`src/rtl/matrix_push_ctrl_if.sv`:
```
// Write-side bus of the matrix push controller: stream handshake in, FIFO bank strobes out.
// master = stream source / FIFO bank side, slave = matrix_push_ctrl.
interface matrix_push_ctrl_if #(
    parameter int unsigned WORD_LENGTH = 8,
    parameter int unsigned N_FIFOS     = 8
);
    logic                   start;
    logic [WORD_LENGTH-1:0] Matrix_length;
    logic [WORD_LENGTH-1:0] data_in;
    logic                   data_valid;
    logic                   data_ready;
    logic [N_FIFOS-1:0]     full;
    logic [N_FIFOS-1:0]     push;
    logic [WORD_LENGTH-1:0] FIFOvalue;
    logic [WORD_LENGTH-1:0] row_index;
    logic [WORD_LENGTH-1:0] col_index;
    logic                   done;
    logic                   error;

    modport master (
        output start, Matrix_length, data_in, data_valid, full,
        input  data_ready, push, FIFOvalue, row_index, col_index, done, error
    );

    modport slave (
        input  start, Matrix_length, data_in, data_valid, full,
        output data_ready, push, FIFOvalue, row_index, col_index, done, error
    );
endinterface

```
`src/rtl/matrix_push_ctrl.sv`:
```
// Write-side controller: routes a row-major L x L element stream into per-row FIFOs with a
// one-hot push, counting columns/rows against the latched length and pulsing done at the end.
// Optional macro PUSH_ERROR_EN adds a sticky error flag (illegal length / stray data).
module matrix_push_ctrl #(
    parameter int unsigned WORD_LENGTH = 8,
    parameter int unsigned N_FIFOS     = 8
) (
    input logic              clk,
    input logic              reset,
    matrix_push_ctrl_if.slave bus
);
    localparam int unsigned            IdxW   = (N_FIFOS > 1) ? $clog2(N_FIFOS) : 1;
    localparam logic [WORD_LENGTH-1:0] MaxLen = WORD_LENGTH'(N_FIFOS);
    localparam logic [WORD_LENGTH-1:0] One    = WORD_LENGTH'(1);

    typedef enum logic [1:0] {StIdle, StLoad, StDone} state_e;

    state_e                 state_q, state_d;
    logic                   start_q;
    logic [WORD_LENGTH-1:0] len_q, len_d;
    logic [WORD_LENGTH-1:0] row_q, row_d;
    logic [WORD_LENGTH-1:0] col_q, col_d;

    logic            start_edge;
    logic            len_legal;
    logic [IdxW-1:0] row_sel;
    logic            row_full;
    logic            accept;
    logic            last_col;
    logic            last_row;

    assign start_edge = bus.start & ~start_q;
    assign len_legal  = (bus.Matrix_length != '0) && (bus.Matrix_length <= MaxLen);
    // row never exceeds L-1 <= N_FIFOS-1, so the low bits address the FIFO directly
    assign row_sel    = row_q[IdxW-1:0];
    assign row_full   = bus.full[row_sel];
    assign accept     = (state_q == StLoad) & bus.data_valid & ~row_full;
    assign last_col   = (col_q == len_q - One);
    assign last_row   = (row_q == len_q - One);

    // State register, counters, latched length and start history
    always_ff @(posedge clk or negedge reset) begin
        if (!reset) begin
            state_q <= StIdle;
            start_q <= 1'b0;
            len_q   <= '0;
            row_q   <= '0;
            col_q   <= '0;
        end else begin
            state_q <= state_d;
            start_q <= bus.start;
            len_q   <= len_d;
            row_q   <= row_d;
            col_q   <= col_d;
        end
    end

    // Next-state and counter advance
    always_comb begin
        state_d = state_q;
        len_d   = len_q;
        row_d   = row_q;
        col_d   = col_q;
        unique case (state_q)
            StIdle: begin
                if (start_edge && len_legal) begin
                    state_d = StLoad;
                    len_d   = bus.Matrix_length;
                    row_d   = '0;
                    col_d   = '0;
                end
            end
            StLoad: begin
                if (accept) begin
                    if (!last_col) begin
                        col_d = col_q + One;
                    end else begin
                        col_d = '0;
                        if (!last_row) begin
                            row_d = row_q + One;
                        end else begin
                            state_d = StDone;
                        end
                    end
                end
            end
            StDone: begin
                state_d = StIdle;
                row_d   = '0;
                col_d   = '0;
            end
            default: state_d = StIdle;
        endcase
    end

    // Outputs: handshake and push are combinational so a push lands in the accept cycle
    always_comb begin
        bus.data_ready = (state_q == StLoad) & ~row_full;
        bus.push       = accept ? (N_FIFOS'(1) << row_sel) : '0;
        bus.FIFOvalue  = bus.data_in;
        bus.row_index  = row_q;
        bus.col_index  = col_q;
        bus.done       = (state_q == StDone);
    end

`ifdef PUSH_ERROR_EN
    logic error_q, error_d;

    // Sticky error: a legal start clears it, an illegal start or stray data sets it
    always_comb begin
        error_d = error_q;
        if (state_q == StIdle && start_edge && len_legal) begin
            error_d = 1'b0;
        end else if ((state_q == StIdle && start_edge && !len_legal) ||
                     (state_q != StLoad && bus.data_valid)) begin
            error_d = 1'b1;
        end
    end

    // Error flag register
    always_ff @(posedge clk or negedge reset) begin
        if (!reset) begin
            error_q <= 1'b0;
        end else begin
            error_q <= error_d;
        end
    end

    assign bus.error = error_q;
`else
    assign bus.error = 1'b0;
`endif
endmodule
```
`src/flat_wrapper.sv`:
```
// flat-port wrapper written by rule: the top's interface ports become plain ports
module matrix_push_ctrl_flat 
#(
    parameter int unsigned WORD_LENGTH = 8,
    parameter int unsigned N_FIFOS     = 8
)
  (clk, reset, bus_start, bus_Matrix_length, bus_data_in, bus_data_valid, bus_full, bus_data_ready, bus_push, bus_FIFOvalue, bus_row_index, bus_col_index, bus_done, bus_error);
  matrix_push_ctrl_if #(.WORD_LENGTH(WORD_LENGTH), .N_FIFOS(N_FIFOS)) bus_i ();
  input logic clk;
  input logic reset;
  input wire logic [$bits(bus_i.start)-1:0] bus_start;
  input wire logic [$bits(bus_i.Matrix_length)-1:0] bus_Matrix_length;
  input wire logic [$bits(bus_i.data_in)-1:0] bus_data_in;
  input wire logic [$bits(bus_i.data_valid)-1:0] bus_data_valid;
  input wire logic [$bits(bus_i.full)-1:0] bus_full;
  output wire logic [$bits(bus_i.data_ready)-1:0] bus_data_ready;
  output wire logic [$bits(bus_i.push)-1:0] bus_push;
  output wire logic [$bits(bus_i.FIFOvalue)-1:0] bus_FIFOvalue;
  output wire logic [$bits(bus_i.row_index)-1:0] bus_row_index;
  output wire logic [$bits(bus_i.col_index)-1:0] bus_col_index;
  output wire logic [$bits(bus_i.done)-1:0] bus_done;
  output wire logic [$bits(bus_i.error)-1:0] bus_error;
  assign bus_i.start = bus_start;
  assign bus_i.Matrix_length = bus_Matrix_length;
  assign bus_i.data_in = bus_data_in;
  assign bus_i.data_valid = bus_data_valid;
  assign bus_i.full = bus_full;
  assign bus_data_ready = bus_i.data_ready;
  assign bus_push = bus_i.push;
  assign bus_FIFOvalue = bus_i.FIFOvalue;
  assign bus_row_index = bus_i.row_index;
  assign bus_col_index = bus_i.col_index;
  assign bus_done = bus_i.done;
  assign bus_error = bus_i.error;
  matrix_push_ctrl #(.WORD_LENGTH(WORD_LENGTH), .N_FIFOS(N_FIFOS)) u_core (.clk(clk), .reset(reset), .bus(bus_i));
endmodule
```
`config.mk`:
```
export PLATFORM = sky130hd
export DESIGN_NAME = matrix_push_ctrl_flat
export DESIGN_NICKNAME = d
export VERILOG_FILES = /design/src/rtl/matrix_push_ctrl_if.sv /design/src/rtl/matrix_push_ctrl.sv /design/src/flat_wrapper.sv
export SDC_FILE = /design/constraint.sdc
export NUM_CORES = 1
export LEC_CHECK = 0
export BUFFER_PORTS_ARGS = -buffer_cell sky130_fd_sc_hd__buf_2
export CAP_MARGIN = 20
export CORE_MARGIN = 2
export CORE_UTILIZATION = 45
export DETAILED_ROUTE_END_ITERATION = 6
export HOLD_SLACK_MARGIN = 0.05
export PLACE_DENSITY = 0.72
export SYNTH_ARGS = -nofsm -noshare
export SYNTH_HDL_FRONTEND = slang
export SYNTH_SLANG_ARGS = --single-unit
```
`constraint.sdc`:
```
create_clock -name clk -period 8.4 [get_ports clk]
set_input_delay 0 -clock clk [delete_from_list [all_inputs] [get_ports clk]]
set_output_delay 0 -clock clk [all_outputs]
set_load 0.005 [all_outputs]
```
## Word-level counts from Yosys, hierarchy flattened

Cells that the tools add are included.

| word-level totals | value |
|---|---|
| bits in registers | 27 |
| output and inout bits | 35 |

| operators by class | value |
|---|---|
| add/sub/neg operators | 3 |
| magnitude comparators | 2 |
| equality and inequality tests | 9 |
| shifts and indexed selects | 1 |
| muxes and demuxes | 16 |
| bitwise logic cells | 6 |
| reduce and logical (&&, ||, !) cells | 9 |

Operator list:

| kind | count |
|---|---|
| $mux 8 | 7 |
| $pmux 8 s3 | 2 |
| $add 8x1->8 const B | 2 |
| $eq 8x8->1 | 2 |
| $le 8x4->1 const B | 1 |
| $mux 2 | 4 |
| $ne 2x1->1 const B | 4 |
| $reduce_bool 8->1 | 1 |
| $shl 1x3->8 const A | 1 |
| $sub 8x1->8 const B | 1 |
| $reduce_and 5->1 | 1 |
| $and 1x1->1 | 4 |
| $lt 3x4->1 const B | 1 |
| $pmux 2 s2 | 1 |
| $reduce_and 4->1 | 1 |
| $bmux 1 s3 | 1 |
| $reduce_and 3->1 | 1 |
| $reduce_bool 3->1 | 1 |
| $eq 2x1->1 const B | 1 |
| $eq 2x2->1 const B | 1 |
| $logic_and 1x1->1 | 2 |
| $logic_not 2->1 | 1 |
| $ne 2x2->1 const B | 1 |
| $not 1->1 | 2 |
| other kinds (2) | 2 |

## Longest topological paths before layout

Gate-level depths: netlist of run 1.

| logic depth | value |
|---|---|
| depth after elaboration | 6 |
| depth in mapped cells | 10 |

## Worst setup path after synthesis of run 1

Ideal clock, no wire load.

| path | value |
|---|---|
| kind | register to register |
| from | register u_core.len_q[0] |
| to | register u_core.row_q[6], in the netlist u_core.bus.row_index[6] |
| setup time | 0.080 ns |
| arrival time | 2.766 ns |
| path slack | 5.554 ns |
| cell stages (with the launch flop) | 9 |
| path buffers | 0 |
| period minus slack after synthesis | 2.846 ns |
| cell sequence | dfrtp_1 inv_1 ha_1 xor3_1 or4b_1 nor4b_2 a41oi_2 or4_1 a21oi_1 |

| on the way | value |
|---|---|
| longest elaborated chain between the ends | 4 |
| elaborated cells between the ends (all ways) | 6 |
| classes of those cells | add/sub (1); eq/ne (4); reduce/logical (1) |

RTL lines:

| element | line | source |
|---|---|---|
| start, declared | matrix_push_ctrl.sv:20 | `logic [WORD_LENGTH-1:0] len_q, len_d;` |
| start signal, assigned | matrix_push_ctrl.sv:52 | `len_q <= len_d;` |
| $sub 8x1->8 (*) | matrix_push_ctrl.sv:38, matrix_push_ctrl.sv:39 |  |
| $eq 8x8->1 (on tied branches) | matrix_push_ctrl.sv:38, matrix_push_ctrl.sv:39 |  |
| $ne 2x1->1 (no line) / $ne 2x2->1 (equally long branches) | n/a |  |
| $reduce_and 5->1 (no line) (*) | n/a |  |
| end signal, assigned | matrix_push_ctrl.sv:53 | `row_q <= row_d;` |
| end, declared | matrix_push_ctrl.sv:21 | `logic [WORD_LENGTH-1:0] row_q, row_d;` |

Mark *: on every way between the ends. The rest lies on a longest branch, timed or not.
A chain may end at the register's enable or synchronous reset.

## Worst setup path in the final report of run 1

| path | value |
|---|---|
| from | register u_core.len_q[0] |
| to | register u_core.row_q[7], in the netlist u_core.bus.row_index[7] |

The elaborated chain is that of the path after synthesis.

==> results of run 1 <==
==> tightest hold or removal path: cells and delay by family <==
| kind | cells | cell delay (ps) |
|---|---|---|
| buffers and inverters | 1 | 80 |
| AO/OA/AOI/OAI | 1 | 120 |
| AND/OR/NAND/NOR | 2 | 250 |
==> cell type report <==
cell class / count / area [um^2]
timing repair buffer: 59 / 365
tap: 52 / 65.1
clock inverter: 1 / 5.00
multi-input combinational: 161 / 1180
sequential: 27 / 676
fill: 417 / 1960
inverter: 9 / 33.8
clock buffer: 3 / 41.3
==> sequential cells by signal, indices dropped and copies added, names as in the netlist <==
signal,count
u_core.start_q,1
u_core.bus.row_index,8
u_core.state_q,2
u_core.bus.col_index,8
u_core.len_q,8
==> worst min-delay path by stage <==
stage | endpoint | slack, ps | cells past startpoint
after floorplan | u_core.bus.col_index[0] | -300 | 0
after global placement | bus_FIFOvalue[4] | 0.03 | 0
after detailed placement | bus_FIFOvalue[4] | 0.03 | 0
after CTS | u_core.state_q[0] | 220 | 4
after global routing | u_core.state_q[0] | 230 | 4
final | u_core.state_q[0] | 210 | 4
==> cells in the mapped netlist (3+ instances only) <==
library cell	n
nand3_1	10
o31ai_1	4
ha_1	8
xor2_1	6
dfrtp_1	27
nor2b_1	5
nand4_1	6
xnor2_1	20
buf_4	10
a21oi_1	7
and3_1	8
or3_1	4
inv_1	9
nor3_1	7
o21ai_0	9
or4_1	5
mux2_2	3
o21ai_1	6
nand2_1	15
buf_6	3
nor2_1	9
==> layer usage <==
metal	global-route usage (%)	vias to the layer above	part of all wire, %
met5	0	-	0
met4	1.89	0	0.37
met3	3.56	2	5.0
met2	29.9	44	48
met1	26.6	830	46
li1	-	847	-
==> cells by family after synthesis <==
family / count (synthesis) / share of synthesized area, %
AO/OA/AOI/OAI: 35 / 12.3
XOR/XNOR: 27 / 12.5
adder cells (fa/ha/maj): 8 / 4.98
buffers and inverters: 25 / 7.66
flip-flops: 27 / 33.6
multiplexers: 5 / 3.92
other: 1 / 0.187
AND/OR/NAND/NOR: 85 / 24.7
==> per-stage QoR <==
stage	setup WS (ps)	power [mW]
5_1_grt	4840	0.530
4_1_cts	5090	0.495
3_5_place_dp	5130	0.413
2_1_floorplan	5550	0.354
3_3_place_gp	5260	0.409
6_report	5110	0.491
==> power groups by stage <==
stage                     Combinational (mW)  Sequential [mW]  Clock, mW
after floorplan                        0.173            0.181          0
after global placement                 0.210            0.199          0
after detailed placement               0.213            0.200          0
after CTS                              0.219            0.198     0.0781
after global routing                   0.243            0.204     0.0829
final                                  0.217            0.198     0.0750
==> results.sh, run 1 <==
export IMPL_final_common_cell="buf_2"
export IMPL_clkTransAtPathRegs_ps=90
export IMPL_ff2ff_path_depth=8
export IMPL_vdd_drop_max_mv=0.157
export IMPL_cts_hold_buf=14
export IMPL_h_tree_depth=1
export IMPL_cts_path_max_buffers=2
export IMPL_grt_overflow_total=0
export IMPL_viasPerCell=5.52
export IMPL_p_int_uw=285
export IMPL_cts_sinks=27
export IMPL_fmax_mhz=304
export IMPL_start_util_pct=46.4
export IMPL_tns_ps=0
export IMPL_dr_pass1_iters=4
export IMPL_track_usage_pct=18.4
export IMPL_leakage_nw=1.13
export IMPL_synth_seq_cells=27
export IMPL_synth_top_area_cell="dfrtp_1"
export IMPL_ys_warn_count=0
export IMPL_cts_tree="yes"
export IMPL_clockPowerShare_pct=15.3
export IMPL_drtAntennaViolNets=0
export IMPL_synth_edf_count=0
export IMPL_cts_setup_buffers=0
export IMPL_synthTopCellsByArea="dfrtp_1 34%, xnor2_1 8.7%, ha_1 5.0%, buf_4 3.7%, nand2_1 2.8%"
export IMPL_min_period_ps=3290
export IMPL_switching_share_pct=42.0
export IMPL_place_congestion=0.832
export IMPL_slew_viol_final=0
export IMPL_grt_pass1_wl_mm=7.53
export IMPL_reg2reg_slack_ps=5110
export IMPL_cts_root_buf="clkbuf_8"
export IMPL_crit_start="u_core.len_q[0]"
export IMPL_drt_total_wl_mm=4.56
export IMPL_routedWlPerCell_um=14.6
export IMPL_setup_violations=0
export IMPL_critPathTopFamily="simple AND/OR/NAND/NOR gates"
export IMPL_path_class="register to register"
export IMPL_die_area_um2=5010
export IMPL_async_flop_share_pct=100
export IMPL_cts_resized=0
export IMPL_relSlewSlack_pct=48.7
export IMPL_hold_class="input pin to register"
export IMPL_finalHoldViolCount=0
export IMPL_drc=0
export IMPL_crit_path_end="u_core.bus.row_index[7]"
export IMPL_sequentialPowerShare_pct=40.5
export IMPL_grt_pass1_vias=1557
export IMPL_rows=24
export IMPL_fin_util_pct=54.7
export IMPL_grt_max_degree=28
export IMPL_synthToLayoutAreaGrowth_pct=17.8
export IMPL_clock_skew_final_ps=1.14
export IMPL_most_common_layout_cells="45 x buf_2, 27 x dfrtp_1, 20 x xnor2_1"
export IMPL_p_switching_uw=206
export IMPL_rsz0062_at_grt="no"
export IMPL_yosys_area_top_type_share_pct=33.6
export IMPL_r2r_start="u_core.len_q[0]"
export IMPL_ys_seq_area_share_pct=33.6
export IMPL_synth_ff_type="dfrtp_1"
export IMPL_synthDistinctLibCells=45
export IMPL_p_comb_share_pct=44.3
export IMPL_whs_ps=214
export IMPL_antenna_found_initial=0
export IMPL_finalNetCount=297
export IMPL_fp_dieH_um=70.8
export IMPL_arrival_ps=3490
export IMPL_io_pins=63
export IMPL_diodes=0
export IMPL_cp_slowest_cell="or4_1"
export IMPL_crit_path_max_incr_delay_ps=590
export IMPL_startpoint_type="register"
export IMPL_dpl_hpwl_mm=3.40
export IMPL_die_w_um=70.8
export IMPL_crit_cells=8
export IMPL_netlist_area_um2=2010
export IMPL_post_route_period_util_pct=39.2
export IMPL_synth_area_per_cell_um2=9.43
export IMPL_drive_above_1_share_pct=25.4
export IMPL_endpoint_kind="register"
export IMPL_min_from="bus_Matrix_length[5]"
export IMPL_cap_violations=0
export IMPL_synthesis_nets=249
export IMPL_finalNonFillerCells=312
export IMPL_critPathBufInv=1
export IMPL_worst_slew_pin_slew_ps=767
export IMPL_dp_cells=294
export IMPL_rr_endpoint="u_core.bus.row_index[7]"
export IMPL_post_dp_cell_area_um2=2180
export IMPL_crit_fanout=14
export IMPL_clock_latency_ps=270
export IMPL_required_ps=8600
export IMPL_cts_buffers_inserted=3
export IMPL_outcome="complete, no violations"
export IMPL_final_cell_area_um2=2360
export IMPL_worstPathCellList="inv_1 > ha_1 > xor3_1 > or4b_1 > nor4b_2 > a41oi_2 > or4_1 > a21oi_1"
export IMPL_postSynthCellCount=213
export IMPL_drt_iter0_markers=135
export IMPL_core_area_um2=4320
export IMPL_num_vias=1723
export IMPL_portBuffers=45
export IMPL_p_per_area_nw_per_um2=207
Power figures use the tool's default switching activity.
==> run 2, diff against run 1 <==
- PLACE_DENSITY: 0.72 -> 0.75
- clock period: 8.4 -> 2.98 ns (I/O delays scaled with it)
==> run 2 against run 1 <==
  * Combinational power grew to 3.5 times the previous value
  * Hold slack worse by 20 ps
  * Sequential share of layout area is 2.0 points lower
==> results.sh, run 2 (synthesized netlist as in run 1, its figures left out) <==
export IMPL_outcome="complete, no violations"
export IMPL_worstPathCellList="inv_2 > ha_4 > xor3_1 > or4b_4 > nor4b_4 > a41oi_2 > or4_1 > a21oi_2"
export IMPL_dpl_hpwl_mm=3.51
export IMPL_start_util_pct=46.4
export IMPL_crit_fanout=5
export IMPL_drt_iter0_markers=93
export IMPL_min_period_ps=2970
export IMPL_fmax_mhz=337
export IMPL_portBuffers=45
export IMPL_dp_cells=308
export IMPL_grt_max_degree=28
export IMPL_cts_sinks=27
export IMPL_grt_pass1_wl_mm=7.54
export IMPL_leakage_nw=1.21
export IMPL_diodes=0
export IMPL_crit_cells=8
export IMPL_h_tree_depth=1
export IMPL_drive_above_1_share_pct=33.3
export IMPL_place_congestion=0.849
export IMPL_drt_total_wl_mm=4.76
export IMPL_finalHoldViolCount=0
export IMPL_final_common_cell="buf_2"
export IMPL_hold_class="input pin to register"
export IMPL_relSlewSlack_pct=58.3
export IMPL_die_area_um2=5010
export IMPL_p_per_area_nw_per_um2=588
export IMPL_cts_tree="yes"
export IMPL_reg2reg_slack_ps=10
export IMPL_core_area_um2=4320
export IMPL_min_from="bus_Matrix_length[5]"
export IMPL_cap_violations=0
export IMPL_ff2ff_path_depth=8
export IMPL_clock_skew_final_ps=6.56
export IMPL_whs_path_depth=4
export IMPL_required_ps=3190
export IMPL_cp_slowest_cell="or4_1"
export IMPL_synthToLayoutAreaGrowth_pct=26.4
export IMPL_io_pins=63
export IMPL_clkTransAtPathRegs_ps=100
export IMPL_path_class="register to register"
export IMPL_fillerInstances=382
export IMPL_cts_buffers_inserted=3
export IMPL_crit_path_max_incr_delay_ps=590
export IMPL_finalNetCount=313
export IMPL_hold_end="u_core.state_q[0]"
export IMPL_most_common_layout_cells="45 x buf_2, 27 x dfrtp_1, 20 x xnor2_1"
export IMPL_vdd_drop_max_mv=0.432
export IMPL_rr_endpoint="u_core.bus.row_index[6]"
export IMPL_endpoint_kind="register"
export IMPL_critPathBufInv=1
export IMPL_routedWlPerCell_um=14.5
export IMPL_whs_ps=194
export IMPL_rows=24
export IMPL_num_vias=1796
export IMPL_startpoint_type="register"
export IMPL_antenna_found_initial=0
export IMPL_cts_path_max_buffers=2
export IMPL_dr_pass1_iters=4
export IMPL_grt_pass1_vias=1612
export IMPL_fp_dieH_um=70.8
export IMPL_die_w_um=70.8
export IMPL_viasPerCell=5.48
export IMPL_slew_viol_final=0
export IMPL_arrival_ps=3180
export IMPL_finalNonFillerCells=328
export IMPL_post_route_period_util_pct=99.6
export IMPL_drc=0
export IMPL_cts_root_buf="clkbuf_8"
export IMPL_r2r_start="u_core.len_q[0]"
export IMPL_worst_slew_pin_slew_ps=626
export IMPL_grt_overflow_total=0
export IMPL_clock_latency_ps=280
export IMPL_track_usage_pct=18.5
export IMPL_setup_violations=0
export IMPL_critPathTopFamily="simple AND/OR/NAND/NOR gates"
export IMPL_drtAntennaViolNets=0
-- run 2: what timing repair did --
| action | CTS | global route |
|---|---|---|
| setup buffers | 1 | 1 |
| setup endpoints to repair | 3 | 5 |
| pin swaps | 1 | 2 |
| resized for setup | 0 | 12 |
| hold buffers | 14 | 0 |
| endpoints found under the hold margin | 40 | 0 |
| gates cloned | 0 | 0 |
-- run 2: metal layers --
metal	part of all wire, %	track usage (%)	up-vias
met2	49	31.2	60
met1	45	25.8	854
li1	-	-	876
met4	0.82	2.10	0
met3	5.2	3.56	6
met5	0	0	-
-- run 2: power by group --
group          internal, mW  total [mW]  switching, mW
sequential            0.423       0.512         0.0891
clock                0.0983       0.223          0.124
combinational         0.361       0.758          0.396
total                 0.883        1.49          0.610
-- run 2: worst max-delay path by stage --
stage,startpoint,endpoint,slack [ps]
finish,u_core.len_q[0],u_core.bus.row_index[6],10
global route,u_core.len_q[0],u_core.bus.row_index[6],-50
CTS,u_core.len_q[0],u_core.bus.row_index[7],8
detailed placement,u_core.len_q[0],u_core.bus.row_index[7],30
global placement,u_core.len_q[0],u_core.bus.row_index[7],130
floorplan,u_core.len_q[0],u_core.bus.row_index[6],130
-- run 2: final cells by class --
| cell class | count | area [um^2] | area share (%) |
|---|---|---|---|
| clock buffers | 3 | 41.3 | 1.63 |
| clock inverters | 1 | 8.76 | 0.345 |
| inverters | 9 | 33.8 | 1.33 |
| multi-input cells | 161 | 1230 | 48.4 |
| flip-flops and latches | 27 | 676 | 26.6 |
| well taps | 52 | 65.1 | 2.56 |
| repair buffers | 75 | 485 | 19.1 |
-- run 2: tightest hold or removal path, stage by stage --
cell	delay [ps]
buf_2	80
nor3b_1	40
nand4_1	200
o22ai_1	120
-- run 2: per-stage QoR --
stage	instance area [um^2]	util [%]	TNS [ps]	power, mW	setup WS (ps)
detailed placement	2280	52.8	0	1.22	33.0
global route	2540	58.7	-103	1.61	-51.8
CTS	2480	57.4	0	1.47	8.09
floorplan	2010	-	0	0.997	134
finish	2540	58.7	0	1.49	10.4
global placement	2280	52.8	0	1.21	130
==> run 3, diff against run 2 <==
- PLACE_DENSITY: 0.75 -> 0.72
- clock period: 2.98 -> 3.8 ns (I/O delays scaled with it)
==> run 3 against run 2 <==
  * Die area unchanged
  * Maximum frequency fell by 10%
  * Clock power down 25%
  * Register-to-register slack better by 480 ps
  * Critical path depth unchanged
  * Combinational power down 36%
  * Clock skew hardly changed
  * Non-clock buffer count decreased by 16
  * Design area down 6.9%
  * Sequential power is 14% lower
==> results.sh, run 3 (synthesized netlist as in run 1, its figures left out) <==
export IMPL_outcome="complete, no violations"
export IMPL_num_vias=1730
export IMPL_final_common_cell="buf_2"
export IMPL_required_ps=4010
export IMPL_cts_sinks=27
export IMPL_antenna_found_initial=0
export IMPL_grt_max_degree=28
export IMPL_portBuffers=45
export IMPL_clkTransAtPathRegs_ps=100
export IMPL_path_class="register to register"
export IMPL_vdd_drop_max_mv=0.336
export IMPL_core_area_um2=4320
export IMPL_arrival_ps=3510
export IMPL_rows=24
export IMPL_crit_fanout=14
export IMPL_track_usage_pct=19.1
export IMPL_fmax_mhz=302
export IMPL_drt_total_wl_mm=4.60
export IMPL_post_route_period_util_pct=87.0
export IMPL_multi_input_area_um2=1180
export IMPL_diodes=0
export IMPL_hold_class="input pin to register"
export IMPL_cap_violations=0
export IMPL_clock_skew_final_ps=6.86
export IMPL_h_tree_depth=1
export IMPL_cts_buffers_inserted=3
export IMPL_drt_iter0_markers=115
export IMPL_fillerInstances=414
export IMPL_leakage_nw=1.13
export IMPL_worst_slew_pin_slew_ps=824
export IMPL_whs_ps=217
export IMPL_die_area_um2=5010
export IMPL_sequentialPowerShare_pct=40.1
export IMPL_switching_share_pct=42.2
export IMPL_place_congestion=0.832
export IMPL_most_common_layout_cells="45 x buf_2, 27 x dfrtp_1, 20 x xnor2_1"
export IMPL_p_int_uw=631
export IMPL_drtAntennaViolNets=0
export IMPL_relSlewSlack_pct=45.0
export IMPL_min_period_ps=3310
export IMPL_grt_pass1_vias=1577
export IMPL_p_comb_share_pct=44.6
export IMPL_finalNetCount=297
export IMPL_setup_violations=0
export IMPL_dpl_hpwl_mm=3.43
export IMPL_cts_path_max_buffers=2
export IMPL_finalHoldViolCount=0
export IMPL_drive_above_1_share_pct=25.0
export IMPL_grt_pass1_wl_mm=7.77
export IMPL_cts_resized=0
export IMPL_fp_dieH_um=70.8
export IMPL_dr_pass1_iters=4
export IMPL_p_per_area_nw_per_um2=462
export IMPL_cts_root_buf="clkbuf_8"
export IMPL_synthToLayoutAreaGrowth_pct=17.7
export IMPL_drc=0
export IMPL_io_pins=63
export IMPL_clock_latency_ps=280
export IMPL_start_util_pct=46.4
export IMPL_routedWlPerCell_um=14.7
export IMPL_cts_tree="yes"
export IMPL_regArea_um2=676
export IMPL_startpoint_type="register"
export IMPL_grt_overflow_total=0
export IMPL_rsz0062_at_grt="no"
export IMPL_fin_util_pct=54.7
export IMPL_p_switching_uw=461
export IMPL_die_w_um=70.8
export IMPL_tns_ps=0
export IMPL_viasPerCell=5.54
export IMPL_clockPowerShare_pct=15.3
export IMPL_endpoint_kind="register"
export IMPL_slew_viol_final=0
## run 3: cell count changes in the layout (fill, tap and decap cells not counted), moves of 2 or more
cell     previous run  this run
a21oi_1             4         7
a21oi_2             3         0
buf_4              16         0
inv_1               7         9
inv_2               2         0
o31ai_1             2         4
o31ai_2             2         0
## run 3: metal layers
metal / share of wire (%) / GRT usage [%] / wire (um)
met4: 1.0 / 5.03 / 47
met5: 0 / 0 / 0
met3: 4.0 / 2.14 / 184
met1: 46 / 27.7 / 2100
met2: 49 / 30.6 / 2260
## run 3: path summary, 6_finish.rpt
kind	depth (start not counted)	end	start	slack, ps
max	8	u_core.bus.row_index[7]	u_core.len_q[0]	490
min	4	u_core.state_q[0]	bus_Matrix_length[5]	220
max reg2reg	8	u_core.bus.row_index[7]	u_core.len_q[0]	490
min reg2reg	1	u_core.state_q[0]	u_core.state_q[1]	540
max in group asynchronous	2	u_core.bus.row_index[6]	reset	3130
min in group asynchronous	2	u_core.start_q	reset	260
## run 3: through the flow
step	area, um^2	instances	total power, mW	setup WS, ps
6_report	2360	312	1.09	494
3_5_place_dp	2180	294	0.914	527
2_1_floorplan	2010	213	0.782	954
3_3_place_gp	2180	294	0.904	661
5_1_grt	2360	312	1.18	252
4_1_cts	2360	312	1.10	484
## run 3: power groups by stage
stage	sequential [mW]	clock, mW	combinational, mW
final	0.438	0.167	0.487
after global routing	0.451	0.183	0.549
after CTS	0.436	0.172	0.488
after detailed placement	0.442	0	0.472
after global placement	0.440	0	0.465
after floorplan	0.400	0	0.382
## run 3: worst max-delay path: stages (launching register included)
cell and delay (ps):
dfrtp_1 470, inv_1 110, ha_1 280, xor3_1 460
or4b_1 560, nor4b_2 260, a41oi_2 340, or4_1 590
a21oi_1 160
## run 3: cell type report
| type | count | area share [%] |
|---|---|---|
| clock buffers | 4 | 1.91 |
| inverters | 9 | 1.43 |
| multi-input cells | 161 | 49.9 |
| flip-flops and latches | 27 | 28.6 |
| well taps | 52 | 2.75 |
| repair buffers | 59 | 15.5 |
## run 3: timing repair
action	CTS	global route
hold endpoints to repair	40	0
hold buffers	14	0
setup buffers	0	0
